==> config.mk <==
export PLATFORM = sky130hd
export DESIGN_NAME = regfile_wb_arbiter_flat
export DESIGN_NICKNAME = d
export VERILOG_FILES = /design/src/rtl/regfile_wb_arbiter_if.sv /design/src/rtl/regfile_wb_arbiter.sv /design/src/flat_wrapper.sv
export SDC_FILE = /design/constraint.sdc
export NUM_CORES = 1
export LEC_CHECK = 0
export CORE_MARGIN = 1
export CORE_UTILIZATION = 39
export DETAILED_ROUTE_END_ITERATION = 12
export PLACE_DENSITY = 0.87
export SETUP_SLACK_MARGIN = 0.2
export SLEW_MARGIN = 10
export SYNTH_ARGS = -nofsm -noshare
export SYNTH_HDL_FRONTEND = slang
export SYNTH_SLANG_ARGS = --single-unit
==> constraint.sdc <==
create_clock -name clk -period 3.08 [get_ports clk]
set_input_delay 0.616 -clock clk [delete_from_list [all_inputs] [get_ports clk]]
set_output_delay 0.616 -clock clk [all_outputs]
set_load 0.02 [all_outputs]
==> src/rtl/regfile_wb_arbiter_if.sv <==
// Writeback bus between the two requesters, the arbiter and the register file write port.
// The arbiter takes the slave view; the requesters/regfile side takes the master view.
interface regfile_wb_arbiter_if #(
  parameter int DATA_W = 64,
  parameter int ADDR_W = 5
);
  logic                   a_valid;
  logic                   a_ready;
  logic [ADDR_W-1:0]      a_addr;
  logic [DATA_W-1:0]      a_data;
  logic                   b_valid;
  logic                   b_ready;
  logic [ADDR_W-1:0]      b_addr;
  logic [DATA_W-1:0]      b_data;
  logic                   hold;
  logic                   we3;
  logic [ADDR_W-1:0]      wa3;
  logic [DATA_W-1:0]      wd3;
  logic [2**ADDR_W-1:0]   busy;

  modport slave (
    input  a_valid, a_addr, a_data, b_valid, b_addr, b_data, hold,
    output a_ready, b_ready, we3, wa3, wd3, busy
  );

  modport master (
    output a_valid, a_addr, a_data, b_valid, b_addr, b_data, hold,
    input  a_ready, b_ready, we3, wa3, wd3, busy
  );
endinterface

==> src/rtl/regfile_wb_arbiter.sv <==
// Round-robin arbiter sharing the regfile write port between the ALU (A) and load (B) paths,
// with one registered issue stage and a pending-write mask for hazard detection.
module regfile_wb_arbiter #(
  parameter int DATA_W   = 64,
  parameter int ADDR_W   = 5,
  parameter int ZERO_REG = 31
) (
  input  logic                 clk,
  input  logic                 reset_n,
  regfile_wb_arbiter_if.slave  bus
);
  localparam int NREG = 2**ADDR_W;

  logic              out_v;
  logic              last_b;   // 1: B was granted last, so A wins the next tie
  logic [ADDR_W-1:0] wa3_q;
  logic [DATA_W-1:0] wd3_q;
  logic              free, grant_a, grant_b, xfer;
  logic [ADDR_W-1:0] sel_addr;
  logic [DATA_W-1:0] sel_data;
  logic              sel_zero;

  // The stage can take a new request when empty or when it drains this cycle.
  assign free    = !(bus.hold && out_v);
  assign grant_a = free && bus.a_valid && (!bus.b_valid || last_b);
  assign grant_b = free && bus.b_valid && (!bus.a_valid || !last_b);
  assign xfer    = grant_a || grant_b;

  assign sel_addr = grant_b ? bus.b_addr : bus.a_addr;
  assign sel_data = grant_b ? bus.b_data : bus.a_data;
  assign sel_zero = (sel_addr == ADDR_W'(ZERO_REG));

  always_ff @(posedge clk or negedge reset_n) begin
    if (!reset_n) begin
      out_v  <= 1'b0;
      last_b <= 1'b1;
      wa3_q  <= '0;
      wd3_q  <= '0;
    end else if (xfer) begin
      last_b <= grant_b;
      // Writes to the zero register spend the grant but never reach the regfile.
      out_v  <= !sel_zero;
      if (!sel_zero) begin
        wa3_q <= sel_addr;
        wd3_q <= sel_data;
      end
    end else if (!(out_v && bus.hold)) begin
      out_v <= 1'b0;
    end
  end

  assign bus.a_ready = grant_a;
  assign bus.b_ready = grant_b;
  assign bus.we3     = out_v && !bus.hold;
  assign bus.wa3     = wa3_q;
  assign bus.wd3     = wd3_q;

  for (genvar i = 0; i < NREG; i++) begin : g_busy
    if (i == ZERO_REG) begin : g_zero
      assign bus.busy[i] = 1'b0;
    end else begin : g_reg
      assign bus.busy[i] = out_v && (wa3_q == ADDR_W'(i));
    end
  end
endmodule
==> src/flat_wrapper.sv <==
// flat-port wrapper written by rule: the top's interface ports become plain ports
module regfile_wb_arbiter_flat 
#(
  parameter int DATA_W   = 64,
  parameter int ADDR_W   = 5,
  parameter int ZERO_REG = 31
)
  (clk, reset_n, bus_a_valid, bus_a_addr, bus_a_data, bus_b_valid, bus_b_addr, bus_b_data, bus_hold, bus_a_ready, bus_b_ready, bus_we3, bus_wa3, bus_wd3, bus_busy);
  regfile_wb_arbiter_if #(.DATA_W(DATA_W), .ADDR_W(ADDR_W)) bus_i ();
  input  logic clk;
  input  logic reset_n;
  input wire logic [$bits(bus_i.a_valid)-1:0] bus_a_valid;
  input wire logic [$bits(bus_i.a_addr)-1:0] bus_a_addr;
  input wire logic [$bits(bus_i.a_data)-1:0] bus_a_data;
  input wire logic [$bits(bus_i.b_valid)-1:0] bus_b_valid;
  input wire logic [$bits(bus_i.b_addr)-1:0] bus_b_addr;
  input wire logic [$bits(bus_i.b_data)-1:0] bus_b_data;
  input wire logic [$bits(bus_i.hold)-1:0] bus_hold;
  output wire logic [$bits(bus_i.a_ready)-1:0] bus_a_ready;
  output wire logic [$bits(bus_i.b_ready)-1:0] bus_b_ready;
  output wire logic [$bits(bus_i.we3)-1:0] bus_we3;
  output wire logic [$bits(bus_i.wa3)-1:0] bus_wa3;
  output wire logic [$bits(bus_i.wd3)-1:0] bus_wd3;
  output wire logic [$bits(bus_i.busy)-1:0] bus_busy;
  assign bus_i.a_valid = bus_a_valid;
  assign bus_i.a_addr = bus_a_addr;
  assign bus_i.a_data = bus_a_data;
  assign bus_i.b_valid = bus_b_valid;
  assign bus_i.b_addr = bus_b_addr;
  assign bus_i.b_data = bus_b_data;
  assign bus_i.hold = bus_hold;
  assign bus_a_ready = bus_i.a_ready;
  assign bus_b_ready = bus_i.b_ready;
  assign bus_we3 = bus_i.we3;
  assign bus_wa3 = bus_i.wa3;
  assign bus_wd3 = bus_i.wd3;
  assign bus_busy = bus_i.busy;
  regfile_wb_arbiter #(.DATA_W(DATA_W), .ADDR_W(ADDR_W), .ZERO_REG(ZERO_REG)) u_core (.clk(clk), .reset_n(reset_n), .bus(bus_i));
endmodule
After elaboration in Yosys (flattened, before gate mapping)
Cells that the tools add are included.

operators by class
  eq/ne operators = 32
  muxes and demuxes = 4
  bitwise gates (word level) = 1
  reduce and logical (&&, ||, !) cells = 48

operators with widths
  operator              number
  $eq A5 B5 Y1 const B  16
  $mux W64              1
  $eq A5 B4 Y1 const B  8
  $logic_and A1 B1 Y1   37
  $eq A5 B3 Y1 const B  4
  $eq A5 B2 Y1 const B  2
  $logic_not A1 Y1      6
  $eq A5 B1 Y1 const B  1
  $logic_not A5 Y1      1
  $mux W5               1
  $logic_or A1 B1 Y1    3
  $mux W1               2
  $ne A2 B1 Y1 const B  1
  $reduce_and A2 Y1     1
  $not A1 Y1            1

word-level totals
  bits in registers = 71
  input bits = 143
  output and inout port bits = 104
  word-level logic and storage cells = 89

Depth between registers and ports, before layout
  depth after elaboration = 8
  mapped depth = 7
  gate-level depth less buffers = 4

Worst setup path before layout
Ideal clock, no wire load.

  path kind = in2out
  from = input port bus_b_valid
  to = output port bus_b_ready
  arrival = 1.322 ns
  slack = 1.142 ns
  stages on the path = 3
  cell sequence = a21boi_0 nand2_1 inv_1

on the way
  word-level cells in the longest chain between the ends = 2

ends and longest elaborated chain
  what                               RTL line                  RTL
  start, declared                    flat_wrapper.sv:15        input wire logic [$bits(bus_i.b_valid)-1:0] bus_b_valid;
  $logic_and A1 B1 Y1 (2 in series)  regfile_wb_arbiter.sv:26  assign grant_b = free && bus.b_valid && (!bus.a_valid || !last_b);
  end, declared                      flat_wrapper.sv:20        output wire logic [$bits(bus_i.b_ready)-1:0] bus_b_ready;

No other way between the ends.

Final worst setup path
Ends and elaborated chain as after synthesis.

==> reports/metrics.cfg <==
[status]
run_status = finished, final reports clean

[timing]
slew_headroom_pct = 38.1
worst_pin_slew_ns = 0.928
rsz0062_at_grt = false
setup_violations = 0
period_share_pct = 88.8
timing.fmax_mhz = 366
maxSlewViolCount = 0
finalClockSkew_ns = 0.0154
holdWs_ns = 0.422
fin_setup_tns_ns = 0
hold_violations = 0
finalWorstPathRequiredPeriod_ns = 2.73

[global_route]
grt_pass1_vias = 4116
grtUsageTotal_pct = 25.4
grt_antenna_before_repair = 0
grt_start_max_net_pins = 72
gr-total-overflow = 0
grt_first_pass_wirelength_mm = 19.9

[layout]
syn_to_final_growth_pct = 76.1
nets = 822
antenna_cells = 0
drive_above_1_share_pct = 6.73

[synthesis]
netlist-cell-type-count = 32
ys_seq_area_share_pct = 47.6
ys_warn_count = 0
synth_fp_nets = 582
avgSynthCellArea_um2 = 8.51
async_flop_share_pct = 100
synth_edf_count = 0
synth_cells = 439
syn-cell-area_mm2 = 0.00373
ys.flop_type = dfrtp_1
synth.ff_latch_count = 71

[critical_path]
critPathRequiredTime_ns = 2.46
end_kind = output port
reg2reg_to = u_core.bus.wd3[8]$_DFFE_PN0P_
worstPathArrival_ns = 2.12
crit_path_start_kind = primary input
path_buf_inv = 3
cp_common_cell = clkdlybuf4s50_1
critPathMaxStageDelay_ns = 0.59
r2r-start = u_core.out_v$_DFFE_PN0P_
r2r_setup_slack_ns = 1.01
worstPathMaxFanout = 4
worstPathCellList = clkdlybuf4s50_1 -> a21boi_1 -> nand2_1 -> inv_1 -> clkdlybuf4s50_1
cpLargestDelayFamily = buffers and inverters
crit_slowest_cell = clkdlybuf4s50_1
r2r_cells = 5
path_class = primary input to output port

[clock_tree]
cts_sinks = 71
cts_max_path_buffers = 2
htreeDepth = 3
postCtsHoldBufs = 0
cts_tree = done
cts_setup_buffers = 0
cts_root_buf = clkbuf_8
clk_pin_slew_ns = 0.08
cts_made_buffers = 9
clk_latency_ns = 0.35

[routing]
avgRoutedWirePerCell_um = 15.4
dr.pass1.iters = 5
drt_iter0_markers = 153
vias_per_cell = 4.94
vias = 4015
drc_errors = 0
totalWireLength_mm = 12.5
ant_nets = 0

[pwr]
ir_drop_mv = 0.257
total_leakage_power_nw = 3.12
p_per_area_mw_per_mm2 = 567

[floorplanning]
rows = 35
die_area_mm2 = 0.00997
die_w_um = 99.9
core_mm2 = 0.00924
start_util_pct = 40.4
top_level_ports = 247
die_y_um = 99.9

[place]
gp_congestion = 0.874
place_hpwl_mm = 9.49
place.port_buffers = 245

[min_path]
worstHoldPathType = primary input to asynchronous set/reset pin

[flow_run]
drv_cap = 0

report_power, final:
part	total, W	internal (W)	switching [W]
clock network	0.000981	0.000616	0.000365
registers	0.00126	0.00113	0.000132
logic	0.00148	0.000730	0.000753
total	0.00373	0.00248	0.00125
Yosys cell counts, types with 2 or more instances:
cell type    n  share of area, %
nand3_1      6              0.80
nand4_1      2              0.33
and4_1       2              0.47
buf_6        3              0.90
a21oi_1      4              0.54
a221oi_2    16               6.4
a31oi_1      3              0.50
dfrtp_1     70                47
buf_2       11               1.5
nor2b_1      3              0.50
buf_4        2              0.40
nand2_1      9              0.90
a221oi_1    48                11
clkbuf_1     8              0.80
o22ai_1      3              0.50
nand2b_1     2              0.33
inv_1      134                13
nor2_1      99               9.9
metrics by stage:
stage	power (W)	worst slack, ns	area, um^2	std cells	util, %
after floorplan	0.00198	1.14	3730	439	-
after global placement	0.00272	0.259	6320	797	68.4
after detailed placement	0.00277	0.273	6320	797	68.4
after CTS	0.00375	0.273	6580	812	71.2
after global routing	0.00391	0.229	6580	812	71.2
final	0.00373	0.345	6580	812	71.2
flip-flops by register name, summed over array words and instances, names as in the netlist:
register	count
u_core.bus.wd3	64
u_core.out_v	1
u_core.last_b	1
u_core.bus.wa3	5
cell usage in the layout (no fill, tap or decap), drive strengths merged, types with 2 or more instances in the layout:
master         synthesis  final
nand4                  2      2
clkinv                 0      2
o22ai                  3      3
and4                   2      2
nand2                  9      9
nor2b                  3      3
buf                   16      9
inv                  134    134
a31oi                  3      3
dfrtp                 70     70
nor2                  99     99
a21oi                  5      5
nand3                  7      7
a221oi                64     64
bufinv                 0      4
clkbuf                 8      9
nand2b                 2      2
clkdlybuf4s50          0    244
repair_timing:
item	CTS	global route
gates resized for setup	0	1
endpoints found under the setup margin	0	1
hold endpoints to repair	0	0
cells by family (layout without fill, tap and decap cells):
group | count (synthesis) | after routing | share of synthesized area (%)
mux | 1 | 1 | 0.268
flops | 71 | 71 | 47.6
buf+inv | 158 | 402 | 17.1
compound gates | 82 | 82 | 21.1
simple gates | 126 | 126 | 13.9
other cells | 1 | 1 | 0.100
routing by layer:
| metal | GRT usage [%] | part of all wire [%] | wire length (um) |
|---|---|---|---|
| met1 | 27.4 | 38 | 4760 |
| met2 | 45.8 | 51 | 6350 |
| met3 | 8.08 | 8.5 | 1070 |
| met4 | 10.7 | 2.8 | 357 |
| met5 | 0 | 0 | 0 |
worst max-delay path by stage:
stage,startpoint,to,slack (ns),cells past startpoint
final,bus_b_valid,bus_b_ready,0.35,5
after global routing,u_core.out_v$_DFFE_PN0P_,bus_busy[21],0.23,4
after CTS,bus_b_valid,bus_b_ready,0.27,5
after detailed placement,bus_b_valid,bus_b_ready,0.27,5
after global placement,bus_b_valid,bus_b_ready,0.26,5
after floorplan,bus_b_valid,bus_b_ready,1.14,3
worst register-to-register path, delay by kind of cell (launching register included):
| kind | cells | cell delay, ns |
|---|---|---|
| buf+inv | 1 | 0.33 |
| simple gates | 1 | 0.41 |
| compound gates | 3 | 0.75 |
| flops | 1 | 0.47 |
area by class of cell:
class,count,area [um^2]
clock inverters,6,134
inverters,134,503
fillers,679,2660
multi-input cells,210,1330
clock buffers,9,124
well taps,129,161
flip-flops and latches,71,1780
repair buffers,253,2550
Power figures use the tool's default switching activity.
